--- src/rtl/mem_access_unit.sv ---
// mem_access_unit
//   Multi-cycle load/store controller that sits behind the single-cycle datapath.
//   It takes the ALU address and store data, runs one req/gnt/rvalid bus
//   transaction, and returns the sized and extended load data. Misaligned or
//   illegal accesses are rejected in IDLE without touching the bus. A bus that
//   stops responding is cut off after TIMEOUT cycles.
//
// Ports
//   clk, reset       clock; synchronous active-high reset
//   i_cpu_*          access request from the datapath (req, we, size, signed, addr, wdata)
//   o_cpu_rdata      extended load data, valid in DONE and held afterwards
//   o_cpu_stall      freezes PC/regwrite while the access is in flight
//   o_cpu_misalign   combinational reject flag in IDLE
//   o_cpu_buserr     one-cycle pulse in DONE after a timeout
//   o_mem_*          registered bus request (req, we, addr, be, wdata)
//   i_mem_*          bus response (gnt, rvalid, rdata)

module mem_access_unit #(
    parameter int TIMEOUT = 16
) (
    input  logic        clk,
    input  logic        reset,
    input  logic        i_cpu_req,
    input  logic        i_cpu_we,
    input  logic [1:0]  i_cpu_size,
    input  logic        i_cpu_signed,
    input  logic [31:0] i_cpu_addr,
    input  logic [31:0] i_cpu_wdata,
    output logic [31:0] o_cpu_rdata,
    output logic        o_cpu_stall,
    output logic        o_cpu_misalign,
    output logic        o_cpu_buserr,
    output logic        o_mem_req,
    output logic        o_mem_we,
    output logic [31:0] o_mem_addr,
    output logic [3:0]  o_mem_be,
    output logic [31:0] o_mem_wdata,
    input  logic        i_mem_gnt,
    input  logic        i_mem_rvalid,
    input  logic [31:0] i_mem_rdata
);

    typedef enum logic [1:0] {S_IDLE, S_REQ, S_WAIT_R, S_DONE} state_t;

    localparam int CW = (TIMEOUT > 2) ? $clog2(TIMEOUT) : 1;
    localparam logic [CW-1:0] TMO_LAST = (TIMEOUT > 0) ? CW'(TIMEOUT - 1) : '0;

    state_t        r_state, w_next;
    logic [CW-1:0] r_cnt;
    logic          r_mem_req, r_mem_we;
    logic [31:0]   r_mem_addr, r_mem_wdata, r_cpu_rdata;
    logic [3:0]    r_mem_be;
    logic [1:0]    r_lane, r_size;
    logic          r_signed, r_buserr;

    logic          w_aligned, w_issue, w_capture, w_tmo, w_tmo_fire;
    logic [3:0]    w_be;
    logic [31:0]   w_wdata, w_shift, w_ext;

    // Alignment and bus-side encoding of the incoming request
    always_comb begin
        w_aligned = 1'b0;
        w_be      = 4'b0000;
        w_wdata   = i_cpu_wdata;
        case (i_cpu_size)
            2'b00: begin
                w_aligned = 1'b1;
                w_be      = 4'b0001 << i_cpu_addr[1:0];
                w_wdata   = {4{i_cpu_wdata[7:0]}};
            end
            2'b01: begin
                w_aligned = ~i_cpu_addr[0];
                w_be      = 4'b0011 << {i_cpu_addr[1], 1'b0};
                w_wdata   = {2{i_cpu_wdata[15:0]}};
            end
            2'b10: begin
                w_aligned = (i_cpu_addr[1:0] == 2'b00);
                w_be      = 4'b1111;
            end
            default: ;
        endcase
    end

    // Lane extraction: shifting the addressed lane down to bit 0 covers
    // byte, half and word (a word always has lane 0).
    always_comb begin
        w_shift = i_mem_rdata >> {r_lane, 3'b000};
        case (r_size)
            2'b00:   w_ext = {{24{r_signed & w_shift[7]}},  w_shift[7:0]};
            2'b01:   w_ext = {{16{r_signed & w_shift[15]}}, w_shift[15:0]};
            default: w_ext = w_shift;
        endcase
    end

    // Counter value on the last allowed cycle; TIMEOUT==0 never fires
    assign w_tmo = (TIMEOUT != 0) && (r_cnt == TMO_LAST);

    always_comb begin
        w_next         = r_state;
        o_cpu_stall    = 1'b0;
        o_cpu_misalign = 1'b0;
        w_issue        = 1'b0;
        w_capture      = 1'b0;
        w_tmo_fire     = 1'b0;
        case (r_state)
            S_IDLE: begin
                if (i_cpu_req) begin
                    if (w_aligned) begin
                        o_cpu_stall = 1'b1;
                        w_issue     = 1'b1;
                        w_next      = S_REQ;
                    end else begin
                        o_cpu_misalign = 1'b1;
                    end
                end
            end
            S_REQ: begin
                o_cpu_stall = 1'b1;
                if (i_mem_gnt) begin
                    if (r_mem_we) begin
                        w_next = S_DONE;
                    end else if (i_mem_rvalid) begin
                        w_capture = 1'b1;
                        w_next    = S_DONE;
                    end else begin
                        w_next = S_WAIT_R;
                    end
                end else if (w_tmo) begin
                    w_tmo_fire = 1'b1;
                    w_next     = S_DONE;
                end
            end
            S_WAIT_R: begin
                o_cpu_stall = 1'b1;
                if (i_mem_rvalid) begin
                    w_capture = 1'b1;
                    w_next    = S_DONE;
                end else if (w_tmo) begin
                    w_tmo_fire = 1'b1;
                    w_next     = S_DONE;
                end
            end
            // Unconditional exit so the same instruction is never reissued
            S_DONE: w_next = S_IDLE;
            default: w_next = S_IDLE;
        endcase
    end

    always_ff @(posedge clk) begin
        if (reset) begin
            r_state     <= S_IDLE;
            r_cnt       <= '0;
            r_mem_req   <= 1'b0;
            r_mem_we    <= 1'b0;
            r_mem_addr  <= '0;
            r_mem_be    <= '0;
            r_mem_wdata <= '0;
            r_cpu_rdata <= '0;
            r_lane      <= '0;
            r_size      <= '0;
            r_signed    <= 1'b0;
            r_buserr    <= 1'b0;
        end else begin
            r_state  <= w_next;
            r_buserr <= w_tmo_fire;
            if (w_issue) begin
                r_mem_req   <= 1'b1;
                r_mem_we    <= i_cpu_we;
                r_mem_addr  <= {i_cpu_addr[31:2], 2'b00};
                r_mem_be    <= w_be;
                r_mem_wdata <= w_wdata;
                r_lane      <= i_cpu_addr[1:0];
                r_size      <= i_cpu_size;
                r_signed    <= i_cpu_signed;
                r_cnt       <= '0;
            end else if (r_state == S_REQ || r_state == S_WAIT_R) begin
                r_cnt <= r_cnt + 1'b1;
            end
            // Request is held until accepted or abandoned by timeout
            if (r_state == S_REQ && w_next != S_REQ)
                r_mem_req <= 1'b0;
            if (w_capture)
                r_cpu_rdata <= w_ext;
            else if (w_tmo_fire)
                r_cpu_rdata <= '0;
        end
    end

    assign o_cpu_rdata  = r_cpu_rdata;
    assign o_cpu_buserr = r_buserr;
    assign o_mem_req    = r_mem_req;
    assign o_mem_we     = r_mem_we;
    assign o_mem_addr   = r_mem_addr;
    assign o_mem_be     = r_mem_be;
    assign o_mem_wdata  = r_mem_wdata;

endmodule

--- config.mk ---
export PLATFORM = sky130hd
export DESIGN_NAME = mem_access_unit
export DESIGN_NICKNAME = d
export VERILOG_FILES = /design/src/rtl/mem_access_unit.sv
export SDC_FILE = /design/constraint.sdc
export NUM_CORES = 1
export LEC_CHECK = 0
export CAP_MARGIN = 15
export CORE_UTILIZATION = 43
export CTS_CLUSTER_SIZE = 14
export DETAILED_ROUTE_END_ITERATION = 8
export HOLD_SLACK_MARGIN = 0.06
export PLACE_DENSITY = 0.81
export SLEW_MARGIN = 30
export SYNTH_ARGS = -nofsm -noshare
export SYNTH_HDL_FRONTEND = slang
export SYNTH_SLANG_ARGS = --single-unit
--- constraint.sdc ---
create_clock -name clk -period 3.02 [get_ports clk]
set_clock_uncertainty 0.1 [all_clocks]
set_input_delay 0.604 -clock clk [delete_from_list [all_inputs] [get_ports clk]]
set_output_delay 0.604 -clock clk [all_outputs]
set_load 0.1 [all_outputs]
; Word-level counts from Yosys, hierarchy flattened
; Index checks and enable logic that the tools add are counted.
; W data, S select, Z words.
[word_totals]
register_bits = 112
input_bits = 105
output_inout_bits = 105
elab_cells = 66
[op_classes]
addsub = 1
eq_ne = 8
n_shift = 3
n_mux = 29
bitwise_logic = 3
n_reduce_logical = 10
[op_table]
columns = cell, count
row1 = $pmux W32 S2, 2
row2 = $mux W32, 2
row3 = $shr A32 B5 Y32, 1
row4 = $mux W1, 14
row5 = $pmux W4 S3, 1
row6 = $mux W2, 5
row7 = $logic_not A2 Y1, 4
row8 = $pmux W2 S4, 1
row9 = $eq A2 B1 Y1 const B, 3
row10 = $eq A2 B2 Y1 const B, 3
row11 = $pmux W1 S2, 3
row12 = $reduce_or A2 Y1, 3
row13 = $add A4 B1 Y4 const B, 1
row14 = $eq A4 B4 Y1 const B, 1
row15 = $shl A1 B2 Y4 const A, 1
row16 = $shl A2 B2 Y4 const A, 1
row17 = $pmux W1 S3, 1
row18 = $and A1 B1 Y1, 2
row19 = $ne A2 B1 Y1 const B, 1
row20 = $reduce_bool A2 Y1, 1
row21 = $logic_and A1 B1 Y1, 1
row22 = $logic_or A1 B1 Y1, 1
row23 = $not A1 Y1, 1

; Longest topological paths before layout
; Gate-level depths: netlist of run 1.
[logic_depth]
depth_word = 8
ltp_mapped = 9
ltp_nobuf = 6

; Worst setup path before layout of run 1
; Ideal clock, no wire load.
[synth_path]
kind = input to output
startpoint = input i_cpu_size[0]
endpoint = output o_cpu_misalign
arrival_time_ns = 3.001
required_ns = 2.316
path_slack_ns = -0.685
path_stages = 3
n_path_buf = 1
path_cell_list = clkbuf_1 > a21oi_1 > nor3_1
[synth_between]
elab_chain_cells = 5
word_cells_on_any_way = 7
classes_between = eq/ne: 2 / mux: 4 / reduce/logical: 1
[synth_lines]
columns = element, line_no
row1 = "start, declared", 25  ; input logic [1:0] i_cpu_size,
row2 = "$eq A2 B2 Y1, or another cell as far along", 65  ; case (i_cpu_size)
row3 = $pmux W1 S3 (*), 65
row4 = $mux W1 (*), 108  ; if (w_aligned) begin
row5 = $mux W1 (*), 107  ; if (i_cpu_req) begin
row6 = $mux W1 (*), 105  ; case (r_state)
row7 = "end, declared", 31  ; output logic o_cpu_misalign,
; Mark *: on every way between the ends. The rest lies on a longest branch, timed or not.

; Worst setup path in the final report of run 1
[layout_path]
startpoint = input i_cpu_addr[0]
endpoint = output o_cpu_stall
[layout_between]
elab_chain_cells = 5
word_cells_on_any_way = 6
classes_between = mux: 4 / bitwise: 1 / reduce/logical: 1
[layout_lines]
columns = element, line_no
row1 = "start, declared", 27  ; input logic [31:0] i_cpu_addr,
row2 = $logic_not A2 Y1 or $not A1 Y1 (tied branches), "77, 72"
row3 = $pmux W1 S3 (*), 65
row4 = $mux W1 (*), 108
row5 = $mux W1 (*), 107
row6 = $pmux W1 S2 (*), 105
row7 = "end, declared", 30  ; output logic o_cpu_stall,
; Marks and branches as above.

==> flow_summary_export.csv, run 1 <==
group,metric,value,unit
global_routing,grtUsageTotal,0.239,
floorplanning,io_pins,210,
route,first_pass_iters,5,
clock_tree,insertion_delay,340,ps
yosys,ys_types,51,
setup_path,r2r_end,"o_cpu_rdata[23]",
sta,setup_viol,0,
power,max-vdd-ir-drop,270,uV
floorplanning,die_y,110,um
placed_design,place_ws,218,ps
route,wl_per_cell,16.3,um
route,vias,4994,
yosys,synthTopCellsByArea,"dfxtp_1, nand2_1, a21oi_1",
setup_path,cpMaxStageDelayCell,"clkdlybuf4s50_1",
route,via_per_inst,5.46,
setup_path,critPathRequiredTime,2320,ps
placed_design,routabilityCongestion,0.838,
global_routing,grt_max_degree,88,
final_layout,syn_to_final_growth,43.4,%
floorplanning,rows,39,
flow_run,drv_cap,0,
placed_design,io_buffers,207,
route,drc,0,
final_layout,nets,876,
sta,hold_viol_final,0,
yosys,synth_seq_cells,112,
floorplanning,die_w,110,um
route,routed_wl,14900,um
sta,tightest_slew,823,ps
clock_tree,numCtsBuffers,9,
yosys,avgSynthCellArea,8.57,sq um
setup_path,r2r_cells,6,
sta,setup-tns-final,0,ps
setup_path,r2r_start,"r_state[1]",
yosys,ys_seq_area_frac,0.445,
clock_tree,cts_root_buf,"clkbuf_16",
setup_path,crit_chain,"clkdlybuf4s50_1, a21oi_1, o21bai_4, a21oi_2, buf_12",
setup_path,crit_path_end_kind,"output port",
clock_tree,clk_pin_slew_worst_paths,70,ps
floorplanning,core,11400,sq um
setup_path,worstPathMaxFanout,6,
final_layout,fin_util,0.633,
setup_path,cp.arrival,2080,ps
power,p_leak,2.84,nW
status,status,"finished, final reports clean",
global_routing,overflow,0,
clock_tree,cts_resized,0,
placed_design,dpl.hpwl,10900,um
global_routing,grt_pass1_vias,4656,
global_routing,grt_pass1_wl,22500,um
clock_tree,holdBufCountCts,0,
global_routing,grt_antenna_before_repair,0,
sta,fin_ws,233,ps
yosys,synth_top_cell_area_share,0.445,
sta,min_period,2790,ps
yosys,ys_warn_count,0,
min_path,min_path_type,"reg2reg",
yosys,synth-edff-count,0,
clock_tree,h-tree-depth,3,
route,ant_nets,0,
setup_path,cp-startpoint,"i_cpu_addr[0]",
setup_path,critPathCapture,"o_cpu_stall",
setup_path,r2r_slack,420,ps
floorplanning,start_util,0.441,
yosys,syn_area,5040,sq um
yosys,synthCells,588,
sta,max_freq,0.359,GHz
sta,drv_slew,0,
yosys,async_reset_ff_frac,0,
yosys,synth_top_area_cell,"dfxtp_1",
setup_path,max_stage_delay,540,ps
clock_tree,cts_setup_buffers,0,
sta,relSlewSlack,0.447,
route,drtIter0Drc,281,
power,powerDensity,574,nW/um^2
sta,rsz0062_at_grt,"false",
setup_path,startpoint_type,"input port",
sta,fin_crit_sh,0.923,
clock_tree,cts.path.max_buffers,2,
clock_tree,cts_sinks,112,
final_layout,antenna-diode-count,0,
yosys,synth_flop_cell,"dfxtp_1",
final_layout,drive_gt1_frac,0.197,
setup_path,path_class,"in2out",
clock_tree,cts_tree,"yes",
floorplanning,die_area,12200,sq um
## cells in the final DEF (no fill, tap or decap), types with 3 or more instances in the layout
master,instances
a211oi_1,8
a21o_1,3
a21oi_1,76
a221o_1,16
a311oi_1,9
buf_12,3
buf_4,111
clkbuf_16,9
clkdlybuf4s50_1,103
dfxtp_1,112
ha_1,5
inv_1,6
mux2_2,8
mux2i_1,32
nand2_1,135
nand2b_1,7
nand3_1,9
nand3b_1,8
nor2_1,27
o211ai_1,9
o21ai_0,25
o2bb2ai_1,8
## synthesized netlist by cell type, drive strengths merged (2+ instances only)
library cell	number
a2111oi	2
a211oi	8
a21o	3
a21oi	78
a221o	16
a311oi	9
buf	26
clkbuf	26
dfxtp	112
ha	5
inv	6
mux2	8
mux2i	32
nand2	135
nand2b	7
nand3	10
nand3b	9
nor2	27
nor2b	2
nor3	4
nor3b	2
o211ai	9
o21ai	26
o2bb2ai	8
xor2	2
## per-layer routing
layer | global-route usage | share of wire | vias to the layer above
met5 | 0 | 0 | -
met2 | 0.413 | 0.49 | 218
li1 | - | - | 2410
met1 | 0.279 | 0.40 | 2338
met3 | 0.0606 | 0.086 | 28
met4 | 0.105 | 0.025 | 0
## where the power goes
| group | internal [mW] | leakage [nW] | switching (mW) |
|---|---|---|---|
| combinational | 0.394 | 1.79 | 0.932 |
| clock | 0.669 | 0.145 | 0.537 |
| sequential | 1.56 | 0.911 | 0.0554 |
## flip-flops by register name, summed over array words and instances, names as in the netlist
| signal | cells |
|---|---|
| o_cpu_rdata | 32 |
| o_mem_we | 1 |
| r_size | 2 |
| r_cnt | 4 |
| r_signed | 1 |
| r_lane | 2 |
| r_state | 2 |
| o_cpu_buserr | 1 |
| o_mem_wdata | 32 |
| o_mem_be | 4 |
| o_mem_req | 1 |
| o_mem_addr | 30 |
## worst min path at each step
stage	start	end	slack, ps	cells past startpoint
after floorplan	r_signed	r_signed	340	2
after global placement	o_mem_addr[7]	o_mem_addr[7]	340	2
after detailed placement	o_mem_be[1]	o_mem_be[1]	350	2
after CTS	o_mem_be[1]	o_mem_be[1]	360	2
after global routing	o_mem_addr[20]	o_mem_addr[20]	380	2
final	o_mem_addr[11]	o_mem_addr[11]	360	2
## critical path, delay by kind of cell
| kind | cells | cell delay [ps] |
|---|---|---|
| buffers and inverters | 2 | 730 |
| AOI/OAI and AO/OA | 3 | 730 |
## area by class of cell
class / count / area (sq um)
flip-flops and latches: 112 / 2240
multi-input cells: 419 / 2540
repair buffers: 218 / 1940
well taps: 143 / 179
fillers: 993 / 4190
inverters: 6 / 22.5
clock inverters: 6 / 67.6
clock buffers: 10 / 239
## metrics by stage
step	instances	cell area, sq um	hold WS [ps]	power [mW]
3_3_place_gp	897	6910	343	2.95
6_report	914	7230	357	4.15
5_1_grt	914	7230	382	4.32
2_1_floorplan	589	5050	340	2.58
3_5_place_dp	897	6910	347	2.97
4_1_cts	913	7220	359	4.17
## logic make-up after synthesis
logic type,count (synthesis),synth area share
buffers and inverters,58,0.0563
and+or+nand+nor,202,0.180
AOI/OAI and AO/OA,166,0.215
xor gates and xnor gates,3,0.00521
muxes,41,0.0859
DFF,112,0.445
other,1,0.000744
adders and majority gates,5,0.0124
(Power assumes the default switching activity.)
==> run 2, diff against run 1 <==
--- a/config.mk
+++ b/config.mk
@@ -5,12 +5,12 @@
 export SDC_FILE = /design/constraint.sdc
 export NUM_CORES = 1
 export LEC_CHECK = 0
-export CAP_MARGIN = 15
-export CORE_UTILIZATION = 43
+export CAP_MARGIN = 20
+export CORE_UTILIZATION = 40
 export CTS_CLUSTER_SIZE = 14
 export DETAILED_ROUTE_END_ITERATION = 8
 export HOLD_SLACK_MARGIN = 0.06
-export PLACE_DENSITY = 0.81
+export PLACE_DENSITY = 0.76
 export SLEW_MARGIN = 30
 export SYNTH_ARGS = -nofsm -noshare
 export SYNTH_HDL_FRONTEND = slang
==> flow_summary_export.csv, run 2 (synthesized netlist as in run 1, its figures left out) <==
group,metric,value,unit
status,status,"finished, final reports clean",
route,ant_nets,0,
route,via_per_inst,5.33,
floorplanning,die_y,114,um
setup_path,r2r_end,"o_cpu_rdata[27]",
setup_path,path_class,"in2out",
final_layout,syn_to_final_growth,44.2,%
power,max-vdd-ir-drop,492,uV
power,p_clk_frac,0.276,
clock_tree,cts_root_buf,"clkbuf_16",
placed_design,dp.cells,926,
clock_tree,h-tree-depth,3,
clock_tree,cts_tree,"yes",
route,vias,5023,
setup_path,startpoint_type,"input port",
route,drc,0,
setup_path,crit_chain,"clkdlybuf4s50_1, nor3_2, o21bai_4, a21oi_2, buf_12",
placed_design,dpl.hpwl,11700,um
clock_tree,cts_sinks,112,
sta,max_freq,0.360,GHz
power,p_total,4.08,mW
sta,setup_viol,0,
floorplanning,io_pins,210,
sta,fin_ws,241,ps
clock_tree,cts_resized,0,
power,switching_power,1.54,mW
global_routing,globalRouteMet2Util,0.412,
placed_design,io_buffers,207,
sta,drv_slew,0,
setup_path,r2r_cells,7,
power,intPower,2.55,mW
power,powerDensity,562,nW/um^2
global_routing,grtUsageTotal,0.244,
clock_tree,holdBufCountCts,0,
floorplanning,core,12200,sq um
route,first_pass_iters,5,
setup_path,crit_family,"buffers and inverters",
sta,setup-tns-final,0,ps
min_path,hold_depth,2,
sta,tightest_slew,511,ps
power,pwr-share-comb,0.328,
route,routed_wl,15700,um
global_routing,grt_pass1_vias,4843,
clock_tree,cts.path.max_buffers,2,
setup_path,r2r_slack,540,ps
global_routing,grt_max_degree,51,
global_routing,overflow,0,
placed_design,dpl_cell_area,6980,sq um
sta,holdWs,359,ps
power,power_frac_seq,0.396,
final_layout,antenna-diode-count,0,
setup_path,worstPathMaxFanout,6,
final_layout,fin_util,0.598,
final_layout,fill_cells,1095,
setup_path,crit_path_end_kind,"output port",
global_routing,grt_antenna_before_repair,0,
sta,rsz0062_at_grt,"false",
setup_path,cp-startpoint,"i_cpu_addr[1]",
placed_design,routabilityCongestion,0.861,
global_routing,grt_pass1_wl,24800,um
final_layout,final_cells,943,
final_layout,fin_area,7270,sq um
floorplanning,start_util,0.415,
min_path,min_path_type,"reg2reg",
power,switching_share,0.376,
clock_tree,cts_setup_buffers,0,
final_layout,nets,880,
floorplanning,rows,40,
floorplanning,die_area,13100,sq um
placed_design,place_ws,237,ps
global_routing,grt_busiest_layer,"met2",
setup_path,critPathRequiredTime,2320,ps
route,drtIter0Drc,328,
final_layout,drive_gt1_frac,0.199,
sta,min_period,2780,ps
sta,relSlewSlack,0.659,
min_path,holdCritStartpoint,"o_mem_addr[21]",
setup_path,max_stage_delay,520,ps
final_layout,final_cell_mix,"nand2_1, buf_4, dfxtp_1",
floorplanning,die_w,114,um
min_path,hold_end,"o_mem_addr[21]",
final_layout,final_common_cell,"nand2_1",
setup_path,r2r_start,"r_state[0]",
setup_path,cpMaxStageDelayCell,"clkdlybuf4s50_1",
clock_tree,clk_pin_slew_worst_paths,70,ps
flow_run,drv_cap,0,
route,wl_per_cell,16.7,um
clock_tree,insertion_delay,350,ps
sta,fin_crit_sh,0.920,
global_routing,use_met1,0.287,
setup_path,cp.arrival,2070,ps
clock_tree,numCtsBuffers,9,
global_routing,grtUsageMet3,0.0858,
setup_path,path_buf_inv,2,
power,p_leak,2.85,nW
sta,hold_viol_final,0,
## run 2: how the worst max path moves through the flow
stage                        endpoint  cells after the start  slack (ps)
final                     o_cpu_stall                      5         240
after global routing      o_cpu_stall                      5         140
after CTS                 o_cpu_stall                      5         230
after detailed placement  o_cpu_stall                      5         240
after global placement    o_cpu_stall                      5         280
after floorplan           o_cpu_stall                      5         100
## run 2: layer usage
metal,vias up,wire length [um]
met5,-,0
met4,0,243
met3,16,1530
met2,234,7520
met1,2353,6410
li1,2420,-
## run 2: power by group through the flow
| stage | clock network (mW) | registers, mW | logic [mW] |
|---|---|---|---|
| 5_1_grt | 1.20 | 1.63 | 1.41 |
| 6_report | 1.13 | 1.62 | 1.34 |
| 4_1_cts | 1.16 | 1.62 | 1.34 |
| 3_3_place_gp | 0 | 1.65 | 1.32 |
| 2_1_floorplan | 0 | 2.16 | 0.424 |
| 3_5_place_dp | 0 | 1.65 | 1.33 |
## run 2: worst min-delay path, cell delays in order, from the launching register on
cell	delay, ps
dfxtp_1	310
nand2_1	50
a21oi_1	50
## run 2: cell type report
class / count / area (sq um) / area share
Multi-Input combinational cell: 419 / 2540 / 0.350
Timing Repair Buffer: 222 / 1980 / 0.272
Inverter: 6 / 22.5 / 0.00310
Clock inverter: 4 / 28.8 / 0.00396
Sequential cell: 112 / 2240 / 0.309
Tap cell: 168 / 210 / 0.0289
Clock buffer: 12 / 246 / 0.0339
==> run 3, diff against run 2 <==
--- a/config.mk
+++ b/config.mk
@@ -6,6 +6,7 @@
 export NUM_CORES = 1
 export LEC_CHECK = 0
 export CAP_MARGIN = 20
+export CORE_MARGIN = 5
 export CORE_UTILIZATION = 40
 export CTS_CLUSTER_SIZE = 14
 export DETAILED_ROUTE_END_ITERATION = 8
==> flow_summary_export.csv, run 3 (synthesized netlist as in run 1, its figures left out) <==
group,metric,value,unit
status,status,"finished, final reports clean",
power,switching_power,1.52,mW
min_path,min_path_type,"reg2reg",
power,power_frac_seq,0.382,
power,pwr-share-comb,0.313,
clock_tree,cts_setup_buffers,0,
clock_tree,holdBufCountCts,0,
sta,setup_viol,0,
power,max-vdd-ir-drop,406,uV
power,p_leak,2.85,nW
global_routing,overflow,0,
sta,tightest_slew,934,ps
sta,fin_crit_sh,0.908,
route,routed_wl,15700,um
setup_path,crit_path_end_kind,"output port",
sta,min_period,2740,ps
power,p_total,4.23,mW
global_routing,grtUsageTotal,0.208,
clock_tree,cts_resized,0,
placed_design,dpl.hpwl,11700,um
route,drtIter0Drc,257,
floorplanning,die_w,122,um
sta,relSlewSlack,0.377,
clock_tree,h-tree-depth,3,
route,wl_per_cell,16.6,um
setup_path,cp.arrival,2040,ps
floorplanning,io_pins,210,
final_layout,nets,876,
global_routing,grt_antenna_before_repair,0,
min_path,hold_end,"o_mem_addr[15]",
sta,drv_slew,0,
route,vias,4866,
min_path,hold_depth,2,
placed_design,io_buffers,207,
floorplanning,die_y,122,um
flow_run,drv_cap,0,
power,p_clk_frac,0.305,
setup_path,r2r_cells,6,
sta,max_freq,0.365,GHz
clock_tree,cts_root_buf,"clkbuf_16",
route,drc,0,
global_routing,grt_pass1_vias,4767,
min_path,holdCritStartpoint,"o_mem_addr[15]",
final_layout,antenna-diode-count,0,
setup_path,worstPathMaxFanout,6,
clock_tree,numCtsBuffers,9,
clock_tree,clk_pin_slew_worst_paths,70,ps
final_layout,drive_gt1_frac,0.195,
setup_path,r2r_slack,430,ps
route,via_per_inst,5.16,
clock_tree,cts_tree,"yes",
floorplanning,start_util,0.404,
placed_design,routabilityCongestion,0.882,
floorplanning,rows,41,
setup_path,r2r_end,"o_cpu_rdata[17]",
clock_tree,insertion_delay,350,ps
global_routing,grt_pass1_wl,24700,um
power,powerDensity,581,nW/um^2
final_layout,syn_to_final_growth,44.3,%
final_layout,final_common_cell,"nand2_1",
sta,setup-tns-final,0,ps
setup_path,r2r_start,"r_state[1]",
setup_path,path_class,"in2out",
power,switching_share,0.359,
setup_path,critPathRequiredTime,2320,ps
clock_tree,cts.path.max_buffers,2,
route,ant_nets,0,
clock_tree,cts_sinks,112,
setup_path,startpoint_type,"input port",
floorplanning,core,12500,sq um
setup_path,cp-startpoint,"i_cpu_addr[1]",
floorplanning,die_area,14900,sq um
power,intPower,2.71,mW
route,first_pass_iters,4,
global_routing,grt_max_degree,88,
final_layout,final_cell_mix,"nand2_1, buf_4, dfxtp_1",
sta,hold_viol_final,0,
sta,rsz0062_at_grt,"false",
-- run 3: changes by cell type in the layout (fill, tap and decap cells not counted) --
cell	previous run	this run
clkinvlp_4	2	1
buf_6	1	0
buf_12	4	3
buf_2	1	0
buf_4	113	112
bufinv_16	0	2
clkinv_2	1	0
-- run 3: power by group through the flow --
| stage | combinational [mW] | clock [mW] | sequential, mW |
|---|---|---|---|
| detailed placement | 1.33 | 0 | 1.65 |
| CTS | 1.33 | 1.33 | 1.62 |
| finish | 1.32 | 1.29 | 1.62 |
| global route | 1.39 | 1.39 | 1.63 |
| floorplan | 0.424 | 0 | 2.16 |
| global placement | 1.31 | 0 | 1.64 |
-- run 3: how the worst max path moves through the flow --
stage               slack [ps]         endpoint  cells after the start
floorplan                  100      o_cpu_stall                      5
global placement           270      o_cpu_stall                      5
detailed placement         180  o_cpu_rdata[17]                      5
CTS                        260      o_cpu_stall                      5
global route               180  o_cpu_rdata[23]                      6
finish                     280      o_cpu_stall                      5
-- run 3: cell type report --
type                            instances  area [sq um]
Clock buffer                           12           246
Clock inverter                          4          76.3
Fill cell                            1127          5190
Inverter                                6          22.5
Multi-Input combinational cell        419          2540
Sequential cell                       112          2240
Tap cell                              172           215
Timing Repair Buffer                  218          1930
-- run 3: metrics by stage --
stage	instances	hold WS (ps)	util	worst slack [ps]	area, sq um
3_5_place_dp	927	346	0.558	176	6950
5_1_grt	943	376	0.584	179	7280
2_1_floorplan	589	340	-	95.7	5050
6_report	943	356	0.584	278	7280
3_3_place_gp	927	344	0.558	267	6950
4_1_cts	943	357	0.584	259	7280
-- run 3: metal layers --
layer / vias up / global-route usage / wire, um
met5: - / 0 / 0
met3: 13 / 0.0945 / 1910
met2: 194 / 0.333 / 7330
met1: 2252 / 0.251 / 6220
met4: 0 / 0.0665 / 215
li1: 2407 / - / -
-- run 3: critical path, stage by stage --
cell and delay [ps]:
clkdlybuf4s50_1 510, nor3_2 400, o21bai_4 120, a21oi_2 210
buf_12 200
